--- src/rtl/conf_int_add__rr_sched.sv ---
// Round-robin scheduler sharing one integer adder among NUM_REQ requesters.
// One transaction at a time: IDLE (arbitrate/accept) -> ISSUE (hold operands
// for ADDER_LAT+1 cycles) -> RESP (present registered sum until accepted).

// Per-requester handshake decode: grant, response valid and response accept.
module conf_int_add__rr_sched_lane #(
  parameter int REQ_IDX_W = 2,
  parameter int IDX       = 0
) (
  input  logic                 idle,
  input  logic                 resp,
  input  logic                 gnt_found,
  input  logic [REQ_IDX_W-1:0] gnt,
  input  logic [REQ_IDX_W-1:0] own_id,
  input  logic                 rsp_rdy,
  output logic                 req_rdy,
  output logic                 rsp_vld,
  output logic                 rsp_ack
);
  assign req_rdy = idle & gnt_found & (gnt == REQ_IDX_W'(IDX));
  assign rsp_vld = resp & (own_id == REQ_IDX_W'(IDX));
  assign rsp_ack = rsp_vld & rsp_rdy;
endmodule

module conf_int_add__rr_sched #(
  parameter int DATA_PATH_BITWIDTH = 16,
  parameter int NUM_REQ            = 4,
  parameter int REQ_IDX_W          = 2,
  parameter int ADDER_LAT          = 0
) (
  input  logic                                  clk,
  input  logic                                  rst,
  input  logic [NUM_REQ-1:0]                    req_valid,
  output logic [NUM_REQ-1:0]                    req_ready,
  input  logic [NUM_REQ*DATA_PATH_BITWIDTH-1:0] req_a,
  input  logic [NUM_REQ*DATA_PATH_BITWIDTH-1:0] req_b,
  output logic [DATA_PATH_BITWIDTH-1:0]         adder_a,
  output logic [DATA_PATH_BITWIDTH-1:0]         adder_b,
  input  logic [DATA_PATH_BITWIDTH-1:0]         adder_d,
  output logic [NUM_REQ-1:0]                    rsp_valid,
  input  logic [NUM_REQ-1:0]                    rsp_ready,
  output logic [DATA_PATH_BITWIDTH-1:0]         rsp_d,
  output logic [REQ_IDX_W-1:0]                  rsp_id,
  output logic                                  busy
);
  localparam int W  = DATA_PATH_BITWIDTH;
  localparam int PW = REQ_IDX_W + 1;

  typedef enum logic [1:0] {IDLE, ISSUE, RESP} state_t;

  state_t                         state, state_n;
  logic [REQ_IDX_W-1:0]           rr_ptr, gnt_id, g;
  logic [2:0]                     lat_cnt;
  logic [W-1:0]                   op_a, op_b;
  logic                           g_found, accept, issue_done, rsp_done;
  logic [NUM_REQ-1:0][W-1:0]      a_v, b_v;
  logic [NUM_REQ-1:0]             rsp_ack_v;
  logic [2*NUM_REQ-1:0]           rot2;
  logic [NUM_REQ-1:0]             rot;
  logic [PW-1:0]                  off, gsum, g_inc, ptr_n;

  assign a_v = req_a;
  assign b_v = req_b;

  // Rotate the request vector so rr_ptr sits at bit 0, take the lowest set
  // bit, then rotate the offset back into an absolute requester index.
  always_comb begin
    rot2    = {req_valid, req_valid} >> rr_ptr;
    rot     = rot2[NUM_REQ-1:0];
    off     = '0;
    g_found = 1'b0;
    for (int k = NUM_REQ - 1; k >= 0; k--) begin
      if (rot[k]) begin
        off     = PW'(k);
        g_found = 1'b1;
      end
    end
    gsum = {1'b0, rr_ptr} + off;
    if (gsum >= PW'(NUM_REQ)) gsum = gsum - PW'(NUM_REQ);
    g     = gsum[REQ_IDX_W-1:0];
    g_inc = {1'b0, g} + PW'(1);
    ptr_n = (g_inc == PW'(NUM_REQ)) ? '0 : g_inc;
  end

  genvar i;
  generate
    for (i = 0; i < NUM_REQ; i++) begin : g_lane
      conf_int_add__rr_sched_lane #(.REQ_IDX_W(REQ_IDX_W), .IDX(i)) u_lane (
        .idle      (state == IDLE),
        .resp      (state == RESP),
        .gnt_found (g_found),
        .gnt       (g),
        .own_id    (rsp_id),
        .rsp_rdy   (rsp_ready[i]),
        .req_rdy   (req_ready[i]),
        .rsp_vld   (rsp_valid[i]),
        .rsp_ack   (rsp_ack_v[i])
      );
    end
  endgenerate

  assign accept     = (state == IDLE) & g_found;
  assign issue_done = (state == ISSUE) & (lat_cnt == 3'(ADDER_LAT));
  assign rsp_done   = |rsp_ack_v;
  assign busy       = (state != IDLE);
  // Operand registers double as the adder drive: they only change on accept,
  // so the shared adder sees no toggling outside a transaction.
  assign adder_a    = op_a;
  assign adder_b    = op_b;

  // State register.
  always_ff @(posedge clk) begin
    if (rst) state <= IDLE;
    else     state <= state_n;
  end

  // Next-state: RESP never falls straight into a new accept.
  always_comb begin
    state_n = state;
    case (state)
      IDLE:    if (accept)     state_n = ISSUE;
      ISSUE:   if (issue_done) state_n = RESP;
      RESP:    if (rsp_done)   state_n = IDLE;
      default:                 state_n = IDLE;
    endcase
  end

  // Datapath: latch operands on accept, count adder latency, capture the sum.
  always_ff @(posedge clk) begin
    if (rst) begin
      op_a    <= '0;
      op_b    <= '0;
      gnt_id  <= '0;
      rr_ptr  <= '0;
      lat_cnt <= '0;
      rsp_d   <= '0;
      rsp_id  <= '0;
    end else if (accept) begin
      op_a    <= a_v[g];
      op_b    <= b_v[g];
      gnt_id  <= g;
      rr_ptr  <= ptr_n[REQ_IDX_W-1:0];
      lat_cnt <= '0;
    end else if (state == ISSUE) begin
      lat_cnt <= lat_cnt + 3'd1;
      if (issue_done) begin
        rsp_d  <= adder_d;
        rsp_id <= gnt_id;
      end
    end
  end

endmodule

--- config.mk ---
export PLATFORM = sky130hd
export DESIGN_NAME = conf_int_add__rr_sched
export DESIGN_NICKNAME = d
export VERILOG_FILES = /design/src/rtl/conf_int_add__rr_sched.sv
export SDC_FILE = /design/constraint.sdc
export NUM_CORES = 1
export LEC_CHECK = 0
export BUFFER_PORTS_ARGS = -buffer_cell sky130_fd_sc_hd__buf_2
export CORE_MARGIN = 4
export CORE_UTILIZATION = 45
export CTS_BUF_LIST = sky130_fd_sc_hd__clkbuf_16
export CTS_CLUSTER_DIAMETER = 60
export CTS_CLUSTER_SIZE = 28
export DETAILED_ROUTE_END_ITERATION = 12
export GPL_ROUTABILITY_DRIVEN = 0
export PLACE_DENSITY = 0.85
export SYNTH_ARGS = -nofsm -noshare
export SYNTH_HDL_FRONTEND = slang
export SYNTH_SLANG_ARGS = --single-unit
--- constraint.sdc ---
create_clock -name clk -period 3.7 [get_ports clk]
set_input_delay 0.37 -clock clk [delete_from_list [all_inputs] [get_ports clk]]
set_output_delay 0.37 -clock clk [all_outputs]
set_load 0.01 [all_outputs]
==> results.md, run 1 <==
- Status: finished, final reports clean
- Post-synth top area share: 29.7%
- Netlist cell types: 48
- Top post-synthesis cells by area: dfxtp_1, mux2i_1, o22ai_1
- Count leader, synth: nand2_1
- Worst Setup Start Kind: flip-flop
- Final Hold Fails: 0
- Final setup viols: 0
- Slew Limit Fails: 0
- Total grt overflow: 0
- First-pass detailed-route iteration total: 5
- Post-Syn Nets: 663
- Synth Instances: 504
- Reg-to-reg endpoint: adder_a[15]$_SDFFE_PP0P_
- Vias per cell: around 5.7
- Static Leak: 0.00255 uW
- Wire per inst: 16.0 um
- Max_cap viols: 0
- Core area: 8640 um2
- Clock latency on the worst-skew pair: approximately 320 ps
- Postcts setup bufs: 0
- Seq cells post-synth: 59
- Placement Rows: 34
- Largest net degree at the start of global routing: 65
- Post-synth top cells: nand2_1, mux2i_1, o22ai_1
- Slew headroom: roughly two fifths
- CP endpoint kind: output port
- Async S/R FF share, synth: 0%
- Area grow syn2layout: 32.5%
- Worst hold slack: between 200 and 300 ps
- Crit-path max FO: 12
- Hold Path End: rsp_d[0]$_SDFFE_PP0P_
- Starting Density: a little under half
- First-pass GRT wire length: between 15000 and 20000 um
- Cell Area, Synth: 3970 um2
- Worst flop-to-flop path startpoint: rr_ptr[0]$_SDFFE_PP0P_
- H-Tree Depth: 3
- Pwr dens: approximately 820 nW/um2
- FF-to-FF path depth: 10
- Mapped Avg Cell Area: between 7 and 8 um2
- Achievable Freq: 0.296 GHz
- Antenna violations before repair: 0
- Via count: about 4500
- Synth Warn #: 0
- Main synth FF type: dfxtp_1
- Area leader, netlist: dfxtp_1
- CTS Root Cell: clkbuf_16
- Worst hold path type: in -> reg
- WP data required: 3330 ps
- Chip width: 102 um
- Inserted Clock Buffers: 9
- Nets: 839
- PortBufs: around 210
- Reg2Reg Setup Slack: 340 ps
- Clock Skew: 12.0 ps
- Antenna Nets Post-Route: 0
- Largest buffer count on any clock path: 2
- DIE AREA: 10400 um2
- Worst Min Path Start: adder_d[0]
- Register area share after synthesis: 29.7%
- Layout cells sized above 1: approximately 36%
- Worst Max-Slew Pin Slew: 900 ps
- DRC viols: 0
- EDFF count, synth: 0
- Arr. time, crit path: 3010 ps
- Io pins: 213
- 1st-iter DRT viols: 218
- CTS tree: done
- Die Y: 102 um
- Clock sinks: 59
- Fin crit share: around nine tenths
- WS Path Type: reg -> out
- Min cycle time layout: 3380 ps
- GRT Util Overall: 22.8%
- Vias in the first global route: 4182
- Clk slew on worst S/H paths: 60 ps
- Fin Setup TNS: 0 ps
- VDD IR max: 0.533 mV
- Unrepaired setup endpoints after global routing: yes
- Detailed Place HPWL: 9340 um
- Worst hold stages: 3
- DRT Wirelength: between 10000 and 15000 um
[registers in the layout, summed over array words and instances (netlist names)]
| signal | cells |
|---|---|
| adder_a | 16 |
| adder_b | 16 |
| rsp_d | 16 |
| lat_cnt | 3 |
| gnt_id | 2 |
| rr_ptr | 2 |
| rsp_id | 2 |
| state | 2 |
[timing repair]
action / in CTS / in global routing
setup endpoints to repair: 0 / 9
endpoints found under the hold margin: 0 / 0
hold buffers: 0 / 0
resized for setup: 0 / 1
[through the flow]
step           setup WS [ps]  cell area, um2  power (uW)  utilization (%)  instances
6_report                 322            5260        4310             61.0        793
3_3_place_gp             609            4920        3280             57.0        777
4_1_cts                  328            5260        4310             60.9        792
3_5_place_dp             413            4920        3370             57.0        777
5_1_grt                -17.6            5260        4590             60.9        792
2_1_floorplan            832            3970        2780                -        504
[cell type report]
class / count / area (um2)
Fill cell: 753 / 3370
Clock inverter: 6 / 105
Clock buffer: 9 / 225
Tap cell: 108 / 135
Sequential cell: 59 / 1180
Multi-Input combinational cell: 387 / 2470
Inverter: 4 / 15.0
Timing Repair Buffer: 219 / 1130
Antenna cell: 1 / 2.50
[worst max path at each step]
stage / end / startpoint
6_report: req_ready[1] / rr_ptr[0]$_SDFFE_PP0P_
5_1_grt: adder_a[3]$_SDFFE_PP0P_ / rr_ptr[0]$_SDFFE_PP0P_
4_1_cts: req_ready[1] / rr_ptr[0]$_SDFFE_PP0P_
3_5_place_dp: adder_a[15]$_SDFFE_PP0P_ / rr_ptr[0]$_SDFFE_PP0P_
3_3_place_gp: adder_b[1]$_SDFFE_PP0P_ / rr_ptr[0]$_SDFFE_PP0P_
2_1_floorplan: req_ready[3] / req_valid[0]
[where the power goes]
group / leakage, uW / switching (uW) / internal [uW] / total, uW
combinational: 0.00189 / 1330 / 1060 / 2390
sequential: 0.000489 / 135 / 847 / 982
clock: 0.000165 / 288 / 650 / 938
[critical path: stages (launching register included)]
cell and delay, ps:
dfxtp_1 560, nor2_1 110, a221oi_1 350, a31oi_1 80, a211o_1 300, ha_4 180
xnor2_1 270, o21ai_1 210, and2_1 190, ha_1 160, and3_1 130, buf_2 140
[kinds of logic (layout without fill, tap and decap cells)]
group,count (synthesis),in the layout,share of synthesized area (%)
muxes,68,68,17.5
DFF,59,59,29.7
xor gates and xnor gates,2,2,0.441
other,0,1,0
adders and majority gates,5,5,1.58
AOI/OAI and AO/OA,167,167,24.5
buffers and inverters,58,238,8.63
and+or+nand+nor,145,145,17.6
[placed cells by master (no fill, tap or decap), types with 2 or more instances in the layout]
master,n
and3_1,2
nor2_1,16
and2_1,2
clkbuf_16,9
a211oi_1,2
a31oi_1,2
nand2b_1,2
nand4_4,2
clkinv_2,3
o21ai_0,4
a21oi_1,53
dfxtp_1,59
ha_1,4
mux2i_1,66
o22ai_1,63
o21ai_1,31
buf_4,6
bufinv_16,3
nor3_1,32
nand2_1,73
inv_1,4
a22oi_1,2
nor2b_1,6
buf_2,212
[routing by layer]
| metal | vias to the layer above | GRT usage, % | part of all wire (%) |
|---|---|---|---|
| met3 | 22 | 5.46 | 10 |
| met1 | 2048 | 27.2 | 40 |
| li1 | 2202 | - | - |
| met4 | 0 | 8.78 | 1.5 |
| met5 | - | 0 | 0 |
| met2 | 254 | 39.6 | 48 |
Power figures use the tool's default switching activity.
==> run 2: changes to the inputs <==
--- a/config.mk
+++ b/config.mk
@@ -7,13 +7,13 @@
 export LEC_CHECK = 0
 export BUFFER_PORTS_ARGS = -buffer_cell sky130_fd_sc_hd__buf_2
 export CORE_MARGIN = 4
-export CORE_UTILIZATION = 45
+export CORE_UTILIZATION = 46
 export CTS_BUF_LIST = sky130_fd_sc_hd__clkbuf_16
 export CTS_CLUSTER_DIAMETER = 60
 export CTS_CLUSTER_SIZE = 28
 export DETAILED_ROUTE_END_ITERATION = 12
 export GPL_ROUTABILITY_DRIVEN = 0
-export PLACE_DENSITY = 0.85
+export PLACE_DENSITY = 0.87
 export SYNTH_ARGS = -nofsm -noshare
 export SYNTH_HDL_FRONTEND = slang
 export SYNTH_SLANG_ARGS = --single-unit
==> run 2 against run 1 <==
  * First-iteration DRC count down 13%
  * Register-to-register slack worse by 70 ps
  * Setup slack worse by 50 ps
  * Largest cell class unchanged
  * Largest power group unchanged
==> results.md, run 2 (synthesis results as in run 1) <==
- Slew Limit Fails: 0 (unchanged)
- Worst hold stages: 3 (unchanged)
- Net Sw Frac: 42.5% (was 40.6%)
- Nets: 838 (was 839)
- Worst flop-to-flop path startpoint: rr_ptr[0]$_SDFFE_PP0P_ (unchanged)
- Largest buffer count on any clock path: 2 (unchanged)
- DIE AREA: 10200 um2 (was 10400 um2)
- Die Y: 101 um (was 102 um)
- Post-CTS Resized: 0 (unchanged)
- Commonest non-fill, non-tap cells in the layout: buf_2, nand2_1, mux2i_1 (unchanged)
- Worst Min Path Start: adder_d[14] (was adder_d[0])
- Clock Skew: 4.57 ps (was 12.0 ps)
- Vias in the first global route: 4347 (was 4182)
- Starting Density: 47.9% (was 46.0%)
- Unrepaired setup endpoints after global routing: no (was yes)
- Final setup viols: 0 (unchanged)
- FF-to-FF path depth: 10 (unchanged)
- Area grow syn2layout: 31.0% (was 32.5%)
- Clock network power share: 19.2% (was 21.7%)
- H-Tree Depth: 3 (unchanged)
- Inserted Clock Buffers: 9 (unchanged)
- DRC viols: 0 (unchanged)
- Status: finished, final reports clean (unchanged)
- DRT Wirelength: 13100 um (was 12700 um)
- Slew headroom: 40.1% (was 39.9%)
- Combinational share of power: 57.1% (was 55.5%)
- WP data required: 3920 ps (was 3330 ps)
- WS Path Type: reg -> reg (was reg -> out)
- Reg2Reg Setup Slack: 270 ps (was 340 ps)
- Reg power frac: 23.6% (was 22.8%)
- Filler Cells Inserted: 722 (was 753)
- Reg-to-reg endpoint: adder_b[1]$_SDFFE_PP0P_ (was adder_a[15]$_SDFFE_PP0P_)
- Leading cell type in the layout, fill and taps excluded: buf_2 (unchanged)
- Hold Buf Count CTS: 0 (unchanged)
- Core area: 8300 um2 (was 8640 um2)
- Wire per inst: 16.6 um (was 16.0 um)
- CP endpoint kind: flip-flop (was output port)
- CTS tree: done (unchanged)
- Detailed Place HPWL: 9640 um (was 9340 um)
- Max_cap viols: 0 (unchanged)
- Fin Setup TNS: 0 ps (unchanged)
- 1st-iter DRT viols: 189 (was 218)
- Worst Setup Start Kind: flip-flop (unchanged)
- Worst Max-Slew Pin Slew: 899 ps (was 900 ps)
- Antenna Nets Post-Route: 0 (unchanged)
- Clk slew on worst S/H paths: 50 ps (was 60 ps)
- PortBufs: 212 (unchanged)
- Fin crit share: 92.7% (was 91.3%)
- GRT Util Overall: 24.6% (was 22.8%)
- Arr. time, crit path: 3650 ps (was 3010 ps)
- Worst hold path type: in -> reg (unchanged)
- Layout cells sized above 1: 35.5% (was 36.0%)
- Io pins: 213 (unchanged)
- Final Hold Fails: 0 (unchanged)
- Largest net degree at the start of global routing: 65 (unchanged)
- Clock sinks: 59 (unchanged)
- Hold Path End: rsp_d[14]$_SDFFE_PP0P_ (was rsp_d[0]$_SDFFE_PP0P_)
- Internal power: 2400 uW (was 2560 uW)
- Vias per cell: 5.76 (was 5.71)
- Clock latency on the worst-skew pair: 320 ps (about the same)
- Switch Pwr: 1770 uW (was 1750 uW)
- Chip width: 101 um (was 102 um)
- CTS Root Cell: clkbuf_16 (unchanged)
- VDD IR max: 0.447 mV (was 0.533 mV)
- Pwr dens: 802 nW/um2 (was 820 nW/um2)
- Crit-path max FO: 64 (was 12)
- Min cycle time layout: 3430 ps (was 3380 ps)
- Achievable Freq: 0.292 GHz (was 0.296 GHz)
- Static Leak: 0.00252 uW (was 0.00255 uW)
- Placement Rows: 33 (was 34)
- First-pass GRT wire length: 20300 um (was 19200 um)
- First-pass detailed-route iteration total: 4 (was 5)
- Total grt overflow: 0 (unchanged)
- Postcts setup bufs: 0 (unchanged)
- Power Total: 4170 uW (was 4310 uW)
- Via count: 4548 (was 4526)
- Antenna violations before repair: 2 (was 0)
## run 2: cell types whose count changed in the layout (fill, tap and decap cells not counted)
cell / delta
clkinv_1: +1
buf_4: -1
o22ai_2: -1
inv_1: +1
clkinvlp_4: +1
bufinv_16: -2
o22ai_1: +1
## run 2: cell type report
class | count | area [um2] | area share [%]
multi-input cells | 387 | 2470 | 47.4
flip-flops and latches | 59 | 1180 | 22.7
repair buffers | 218 | 1120 | 21.5
clock buffers | 9 | 225 | 4.33
well taps | 105 | 131 | 2.53
clock inverters | 7 | 60.1 | 1.15
inverters | 4 | 15.0 | 0.289
diodes | 1 | 2.50 | 0.0481
## run 2: power groups by stage
stage | clock network, uW | registers (uW) | logic [uW]
5_1_grt | 846 | 1010 | 2600
3_5_place_dp | 0 | 992 | 2370
3_3_place_gp | 0 | 985 | 2280
6_report | 803 | 986 | 2380
2_1_floorplan | 0 | 1040 | 1740
4_1_cts | 821 | 985 | 2370
## run 2: stage by stage
step	instances	hold WS [ps]	setup slack, ps	util, %	instance area [um2]
6_report	790	297	272	62.7	5200
5_1_grt	790	286	42.7	62.7	5200
2_1_floorplan	504	429	832	-	3970
3_3_place_gp	773	432	640	59.2	4910
3_5_place_dp	773	439	375	59.2	4910
4_1_cts	789	279	320	62.6	5200
## run 2: critical path, stage by stage (launching register included)
cell,delay (ps)
dfxtp_1,570
nor2_1,110
a221oi_1,300
a31oi_1,80
a211o_1,310
ha_4,180
xnor2_1,270
nand4_4,730
o22ai_1,460
a21oi_1,90
o21ai_0,220
## run 2: worst max path at each step
stage | from | endpoint | slack [ps] | cells past startpoint
floorplan | req_valid[0] | req_ready[3] | 830 | 11
global placement | rr_ptr[0]$_SDFFE_PP0P_ | adder_a[14]$_SDFFE_PP0P_ | 640 | 10
detailed placement | rr_ptr[0]$_SDFFE_PP0P_ | adder_b[1]$_SDFFE_PP0P_ | 380 | 10
CTS | rr_ptr[0]$_SDFFE_PP0P_ | adder_b[1]$_SDFFE_PP0P_ | 320 | 10
global route | rr_ptr[0]$_SDFFE_PP0P_ | adder_b[0]$_SDFFE_PP0P_ | 40 | 10
finish | rr_ptr[0]$_SDFFE_PP0P_ | adder_b[1]$_SDFFE_PP0P_ | 270 | 10
## run 2: metal layers
layer  GRT usage [%]  share of wire (%)
met2            42.6                 49
met3            6.30                 10
met1            28.6                 38
met4            10.6                2.8
met5               0              0.099
